[src/rtl/dirty_tracker_if.sv]
// Port-0 access bus and flush-walker handshake between cache control and the dirty tracker.
interface dirty_tracker_if #(
  parameter int S_INDEX  = 4,
  parameter int NUM_WAYS = 4,
  parameter int WAY_W    = (NUM_WAYS > 1) ? $clog2(NUM_WAYS) : 1,
  parameter int CNT_W    = $clog2((1 << S_INDEX) * NUM_WAYS + 1)
);
  logic                csb0;
  logic                web0;
  logic [S_INDEX-1:0]  addr0;
  logic [NUM_WAYS-1:0] wmask0;
  logic [NUM_WAYS-1:0] din0;
  logic [NUM_WAYS-1:0] dout0;
  logic [CNT_W-1:0]    dirty_count;
  logic                flush_req;
  logic                flush_busy;
  logic                flush_valid;
  logic [S_INDEX-1:0]  flush_set;
  logic [WAY_W-1:0]    flush_way;
  logic                flush_ready;
  logic                flush_done;

  modport master (
    output csb0, web0, addr0, wmask0, din0, flush_req, flush_ready,
    input  dout0, dirty_count, flush_busy, flush_valid, flush_set, flush_way, flush_done
  );

  modport slave (
    input  csb0, web0, addr0, wmask0, din0, flush_req, flush_ready,
    output dout0, dirty_count, flush_busy, flush_valid, flush_set, flush_way, flush_done
  );
endinterface

[src/rtl/dirty_tracker.sv]
// Per-way dirty-bit store with masked writes, running dirty count and a flush walker
// that offers each dirty (set, way) over valid/ready and clears it on acceptance.
module dirty_tracker #(
  parameter int S_INDEX  = 4,
  parameter int NUM_WAYS = 4,
  parameter int WAY_W    = (NUM_WAYS > 1) ? $clog2(NUM_WAYS) : 1,
  parameter int CNT_W    = $clog2((1 << S_INDEX) * NUM_WAYS + 1)
) (
  input logic             clk0,
  input logic             reset,
  dirty_tracker_if.slave  bus
);
  localparam int SETS = 1 << S_INDEX;

  typedef enum logic [1:0] {IDLE, SCAN, OFFER, DONE} state_t;

  state_t              state, next_state;
  logic [NUM_WAYS-1:0] rows [SETS];
  logic [NUM_WAYS-1:0] dout_q;
  logic [CNT_W-1:0]    cnt_q, next_cnt;
  logic [S_INDEX-1:0]  scan_idx, next_scan_idx;
  logic [S_INDEX-1:0]  off_set;
  logic [WAY_W-1:0]    off_way;

  logic                busy, wr_en, rd_en, accept, found, latch_offer;
  logic [NUM_WAYS-1:0] cur_row, merged, scan_row;
  logic [WAY_W-1:0]    low_way;
  logic [CNT_W-1:0]    rise_cnt, fall_cnt;

  assign busy = (state == SCAN) || (state == OFFER);

  always_comb begin
    wr_en    = bus.csb0 & bus.web0 & ~busy;
    rd_en    = bus.csb0 & ~bus.web0;
    cur_row  = rows[bus.addr0];
    merged   = (cur_row & ~bus.wmask0) | (bus.din0 & bus.wmask0);
    rise_cnt = '0;
    fall_cnt = '0;
    for (int unsigned i = 0; i < NUM_WAYS; i++) begin
      if (bus.wmask0[i] && bus.din0[i] && !cur_row[i]) rise_cnt = rise_cnt + CNT_W'(1);
      if (bus.wmask0[i] && !bus.din0[i] && cur_row[i]) fall_cnt = fall_cnt + CNT_W'(1);
    end

    accept = (state == OFFER) && bus.flush_ready;

    // Lowest-index dirty way of the set under examination
    scan_row = rows[scan_idx];
    found    = 1'b0;
    low_way  = '0;
    for (int unsigned i = 0; i < NUM_WAYS; i++) begin
      if (scan_row[i] && !found) begin
        found   = 1'b1;
        low_way = WAY_W'(i);
      end
    end

    // Port-0 writes are blocked while busy, so the two count updates never coincide
    next_cnt = cnt_q;
    if (wr_en)       next_cnt = cnt_q + rise_cnt - fall_cnt;
    else if (accept) next_cnt = cnt_q - CNT_W'(1);

    next_state    = state;
    next_scan_idx = scan_idx;
    latch_offer   = 1'b0;
    unique case (state)
      IDLE: begin
        if (bus.flush_req) begin
          next_state    = SCAN;
          next_scan_idx = '0;
        end
      end
      SCAN: begin
        if (found) begin
          next_state  = OFFER;
          latch_offer = 1'b1;
        end else if (scan_idx == S_INDEX'(SETS - 1)) begin
          next_state = DONE;
        end else begin
          next_scan_idx = scan_idx + S_INDEX'(1);
        end
      end
      OFFER: begin
        if (bus.flush_ready) next_state = SCAN;
      end
      DONE: next_state = IDLE;
      default: next_state = IDLE;
    endcase
  end

  always_ff @(posedge clk0) begin
    if (reset) begin
      state    <= IDLE;
      scan_idx <= '0;
      off_set  <= '0;
      off_way  <= '0;
    end else begin
      state    <= next_state;
      scan_idx <= next_scan_idx;
      if (latch_offer) begin
        off_set <= scan_idx;
        off_way <= low_way;
      end
    end
  end

  always_ff @(posedge clk0) begin
    if (reset) begin
      for (int unsigned s = 0; s < SETS; s++) rows[s] <= '0;
      dout_q <= '0;
      cnt_q  <= '0;
    end else begin
      cnt_q <= next_cnt;
      if (wr_en) begin
        rows[bus.addr0] <= merged;
        dout_q          <= merged;
      end else begin
        if (accept) rows[off_set][off_way] <= 1'b0;
        if (rd_en)  dout_q <= cur_row;
      end
    end
  end

  assign bus.dout0       = dout_q;
  assign bus.dirty_count = cnt_q;
  assign bus.flush_busy  = busy;
  assign bus.flush_valid = (state == OFFER);
  assign bus.flush_done  = (state == DONE);
  assign bus.flush_set   = off_set;
  assign bus.flush_way   = off_way;
endmodule

[src/flat_wrapper.sv]
// flat-port wrapper written by rule: the top's interface ports become plain ports
module dirty_tracker_flat 
#(
  parameter int S_INDEX  = 4,
  parameter int NUM_WAYS = 4,
  parameter int WAY_W    = (NUM_WAYS > 1) ? $clog2(NUM_WAYS) : 1,
  parameter int CNT_W    = $clog2((1 << S_INDEX) * NUM_WAYS + 1)
)
  (clk0, reset, bus_csb0, bus_web0, bus_addr0, bus_wmask0, bus_din0, bus_flush_req, bus_flush_ready, bus_dout0, bus_dirty_count, bus_flush_busy, bus_flush_valid, bus_flush_set, bus_flush_way, bus_flush_done);
  dirty_tracker_if #(.S_INDEX(S_INDEX), .NUM_WAYS(NUM_WAYS), .WAY_W(WAY_W), .CNT_W(CNT_W)) bus_i ();
  input logic clk0;
  input logic reset;
  input wire logic [$bits(bus_i.csb0)-1:0] bus_csb0;
  input wire logic [$bits(bus_i.web0)-1:0] bus_web0;
  input wire logic [$bits(bus_i.addr0)-1:0] bus_addr0;
  input wire logic [$bits(bus_i.wmask0)-1:0] bus_wmask0;
  input wire logic [$bits(bus_i.din0)-1:0] bus_din0;
  input wire logic [$bits(bus_i.flush_req)-1:0] bus_flush_req;
  input wire logic [$bits(bus_i.flush_ready)-1:0] bus_flush_ready;
  output wire logic [$bits(bus_i.dout0)-1:0] bus_dout0;
  output wire logic [$bits(bus_i.dirty_count)-1:0] bus_dirty_count;
  output wire logic [$bits(bus_i.flush_busy)-1:0] bus_flush_busy;
  output wire logic [$bits(bus_i.flush_valid)-1:0] bus_flush_valid;
  output wire logic [$bits(bus_i.flush_set)-1:0] bus_flush_set;
  output wire logic [$bits(bus_i.flush_way)-1:0] bus_flush_way;
  output wire logic [$bits(bus_i.flush_done)-1:0] bus_flush_done;
  assign bus_i.csb0 = bus_csb0;
  assign bus_i.web0 = bus_web0;
  assign bus_i.addr0 = bus_addr0;
  assign bus_i.wmask0 = bus_wmask0;
  assign bus_i.din0 = bus_din0;
  assign bus_i.flush_req = bus_flush_req;
  assign bus_i.flush_ready = bus_flush_ready;
  assign bus_dout0 = bus_i.dout0;
  assign bus_dirty_count = bus_i.dirty_count;
  assign bus_flush_busy = bus_i.flush_busy;
  assign bus_flush_valid = bus_i.flush_valid;
  assign bus_flush_set = bus_i.flush_set;
  assign bus_flush_way = bus_i.flush_way;
  assign bus_flush_done = bus_i.flush_done;
  dirty_tracker #(.S_INDEX(S_INDEX), .NUM_WAYS(NUM_WAYS), .WAY_W(WAY_W), .CNT_W(CNT_W)) u_core (.clk0(clk0), .reset(reset), .bus(bus_i));
endmodule
[config.mk]
export PLATFORM = sky130hd
export DESIGN_NAME = dirty_tracker_flat
export DESIGN_NICKNAME = d
export VERILOG_FILES = /design/src/rtl/dirty_tracker_if.sv /design/src/rtl/dirty_tracker.sv /design/src/flat_wrapper.sv
export SDC_FILE = /design/constraint.sdc
export NUM_CORES = 1
export LEC_CHECK = 0
export BUFFER_PORTS_ARGS = -buffer_cell sky130_fd_sc_hd__buf_2
export CORE_ASPECT_RATIO = 0.9
export CORE_MARGIN = 5
export CORE_UTILIZATION = 45
export CTS_CLUSTER_DIAMETER = 100
export DETAILED_ROUTE_END_ITERATION = 16
export PLACE_DENSITY = 0.66
export SYNTH_ARGS = -nofsm -noshare
export SYNTH_HDL_FRONTEND = slang
export SYNTH_SLANG_ARGS = --single-unit
[constraint.sdc]
create_clock -name clk0 -period 4.4 [get_ports clk0]
set_clock_uncertainty 0.15 [all_clocks]
set_input_delay 0.22 -clock clk0 [delete_from_list [all_inputs] [get_ports clk0]]
set_output_delay 0.22 -clock clk0 [all_outputs]
set_load 0.03 [all_outputs]
==> flow_metrics.tcl <==
set metrics [dict create \
    cts_made_buffers 9 \
    coreArea_um2 13310 \
    hold_class "input port to flip-flop" \
    yosysWarnings 0 \
    r2r_end "u_core.bus.dirty_count[6]" \
    p_leak_nw 2.832 \
    setup.worst_path.end_class "flip-flop" \
    grt_pass1_vias 4993 \
    status "finished with violations" \
    start_util_pct 45.74 \
    die_h_um 120.4 \
    synth.avg_cell_area_um2 10.08 \
    p_per_area_nw_per_um2 366.0 \
    drc_errors 0 \
    diodes 0 \
    syn_inst 604 \
    cp.required_ns 4.44 \
    final_common_cell "nor2_1" \
    hold_depth 3 \
    layout.nets 703 \
    slew_headroom_pct 34.56 \
    ctsHoldBuffers 0 \
    critPathMaxFanout 4 \
    dp_hpwl_um 12480 \
    timing.fmax_mhz 223.9 \
    r2r_cells 19 \
    drv_slew 0 \
    rows 40 \
    synth_seq_cells 91 \
    via_count 5048 \
    drive_gt1_share_pct 24.70 \
    seq_area_frac_synth_pct 40.44 \
    violations "negative setup slack" \
    cts_sinks 91 \
    clock_latency_ns 0.35 \
    synth-main-ff-cell "edfxtp_1" \
    setup_viol 1 \
    post-route-period-util_pct 101.5 \
    r2r_slack_ns -0.07 \
    synth.cell_area_um2 6090 \
    root_buffer "clkbuf_16" \
    grt_max_degree 97 \
    via_per_inst 6.067 \
    track_usage_pct 21.92 \
    startpoint_type "flip-flop" \
    antenna_found_initial 0 \
    clk_pin_slew_ns 0.07 \
    tightest_slew_ns 0.9815 \
    crit_slowest_cell "mux4_2" \
    grt-ovfl-total 0 \
    syn_nets 648 \
    reg2reg_from "u_core.rows[4][0]" \
    arrival_ns 4.51 \
    portBuffers 37 \
    ant_nets 0 \
    drt_pass1_iterations 6 \
    cts_buffer_depth 2 \
    synthArstFlopShare_pct 0 \
    wl_per_cell_um 20.78 \
    finalCriticalPeriod_ns 4.466 \
    fp.dieW_um 132.6 \
    hold_viol_final 0 \
    whs_endpoint "u_core.bus.dout0[0]" \
    wirelength_um 17290 \
    critical_path_class "flip-flop to flip-flop" \
    synth-edff-count 64 \
    worstHoldStart "bus_csb0" \
    cts_max_level 3 \
    setup_tns_ns -0.06632 \
    dieArea_um2 15960 \
    place_congestion 0.8843 \
    layout_common_cells "nor2_1 (92), edfxtp_1 (64), nand2_1 (51)" \
    cap_viol_max_count 0 \
    setup_ws_ns -0.06632 \
    slowest_delay_ns 0.54 \
    p_total_w 0.002605 \
    drt_iter0_markers 542 \
    tritoncts "yes" \
    fillCellCount 1167 \
    ios 38 \
    area_growth_syn_to_layout_pct 16.89 \
    rsz0062_at_grt "yes" \
    crit_chain "mux4_2 > mux4_2 > inv_2 > nor3b_2 > ha_4 > buf_4 > o211ai_1 > o31ai_2 > fa_1 > inv_2 > ha_4 > nor2b_4 > o21a_1 > o21ai_2 > a21oi_1 > nor2_1 > xnor2_1 > o211a_1 > nor3_2" \
    vdd_ir_drop_max_v 0.0002976 \
    grt_first_pass_wirelength_um 27100 \
    ys_types 52 \
]
## what timing repair did
action,CTS,global route
pin swaps,19,17
hold endpoints to repair,0,0
setup buffers,5,2
setup endpoints to repair,2,4
resized for setup,22,16
## synthesized netlist by cell type (2+ instances only)
master    number  area [µm²]
a21oi_1       17       85.08
o21bai_1      25       187.7
and2_1        10       62.56
a21o_1        46       345.3
dfxtp_1       27       540.5
o31ai_1        3       22.52
nor3_1         7       35.03
or2_2          2       12.51
clkbuf_1      20       75.07
xnor2_1       10       87.58
buf_2          9       45.04
ha_1          22       275.3
nand4_1        3       18.77
buf_1          2       7.510
inv_1         31       116.4
nand2b_1      12       75.07
edfxtp_1      64        1922
mux4_1         4       105.1
o22ai_1        2       12.51
nand3_1       17       85.08
nand2_1       51       191.4
nor2b_1        7       43.79
mux2i_1       11       110.1
o211ai_1       3       22.52
a211oi_1       9       67.56
o21ai_0       22       110.1
conb_1         2       7.510
a22oi_1        8       60.06
or3_1          3       18.77
nand3b_1       5       37.54
nor2_1        95       356.6
fa_1           4       80.08
mux4_2        30       675.7
xor2_1         2       17.52
buf_6          2       22.52
## routing by layer
| metal | GRT usage [%] | share of wire [%] | vias up |
|---|---|---|---|
| met5 | 0 | 0 | - |
| met4 | 6.169 | 1.9 | 0 |
| met3 | 5.532 | 8.0 | 21 |
| met2 | 36.86 | 49 | 214 |
| met1 | 28.24 | 41 | 2516 |
| li1 | - | - | 2297 |
## layout make-up
cell class,count,area (µm²),share of cell area (%)
Clock inverter,6,50.05,0.7031
Multi-Input combinational cell,448,3528,49.57
Tap cell,168,210.2,2.953
Clock buffer,10,229.0,3.217
Sequential cell,91,2462,34.59
Inverter,31,116.4,1.635
Timing Repair Buffer,78,521.8,7.330
## worst max-delay path: cells and delay by family, from the launching register on
family          cells  cell delay, ns
fa+ha+maj           3            1.05
mux                 2            1.03
compound gates      6            0.85
flops               1            0.45
simple gates        4            0.30
buf+inv             3            0.28
xor+xnor            1            0.21
## sequential cells by signal, summed over array words and instances (netlist names), named ones only
register / flops
u_core.bus.dirty_count: 7
u_core.bus.dout0: 4
u_core.bus.flush_set: 4
u_core.bus.flush_way: 2
u_core.rows: 64
u_core.scan_idx: 4
u_core.state: 2
## metrics by stage
stage | util [%] | worst slack, ns | area (µm²) | std cells | hold slack [ns]
finish | 53.47 | -0.06632 | 7118 | 832 | 0.04427
global route | 53.47 | -0.2435 | 7118 | 832 | 0.04616
CTS | 52.91 | -0.04332 | 7044 | 831 | 0.02565
detailed placement | 49.86 | -0.3304 | 6638 | 810 | 0.3643
global placement | 49.86 | -0.2393 | 6638 | 810 | 0.3526
floorplan | - | 0.02080 | 6126 | 604 | 0.2177
## how the worst max path moves through the flow
| stage | from | end | slack [ns] |
|---|---|---|---|
| CTS | u_core.rows[15][1] | u_core.bus.dirty_count[6] | -0.04 |
| finish | u_core.rows[4][0] | u_core.bus.dirty_count[6] | -0.07 |
| detailed placement | bus_addr0[0] | u_core.bus.dirty_count[6] | -0.33 |
| global route | u_core.rows[4][0] | u_core.bus.dirty_count[6] | -0.24 |
| global placement | bus_addr0[0] | u_core.bus.dirty_count[6] | -0.24 |
| floorplan | bus_addr0[0] | u_core.bus.dirty_count[6] | 0.02 |
## cell families (layout without fill, tap and decap cells)
logic type               Yosys count  after routing  share of synthesized area, %
AND/OR/NAND/NOR                  220            220                         16.60
adder cells (fa/ha/maj)           26             26                         5.835
flip-flops                        91             91                         40.44
XOR/XNOR                          12             12                         1.726
AO/OA/AOI/OAI                    143            143                         16.15
buffers and inverters             65            125                         4.500
other                              2              2                        0.1233
multiplexers                      45             45                         14.63
## report_power, final
group          switching [W]  total (W)  internal, W
clock network       0.000346   0.000736     0.000390
registers          0.0000481    0.00101     0.000966
logic               0.000485   0.000855     0.000370
total               0.000879    0.00261      0.00173
(Power assumes the default switching activity.)
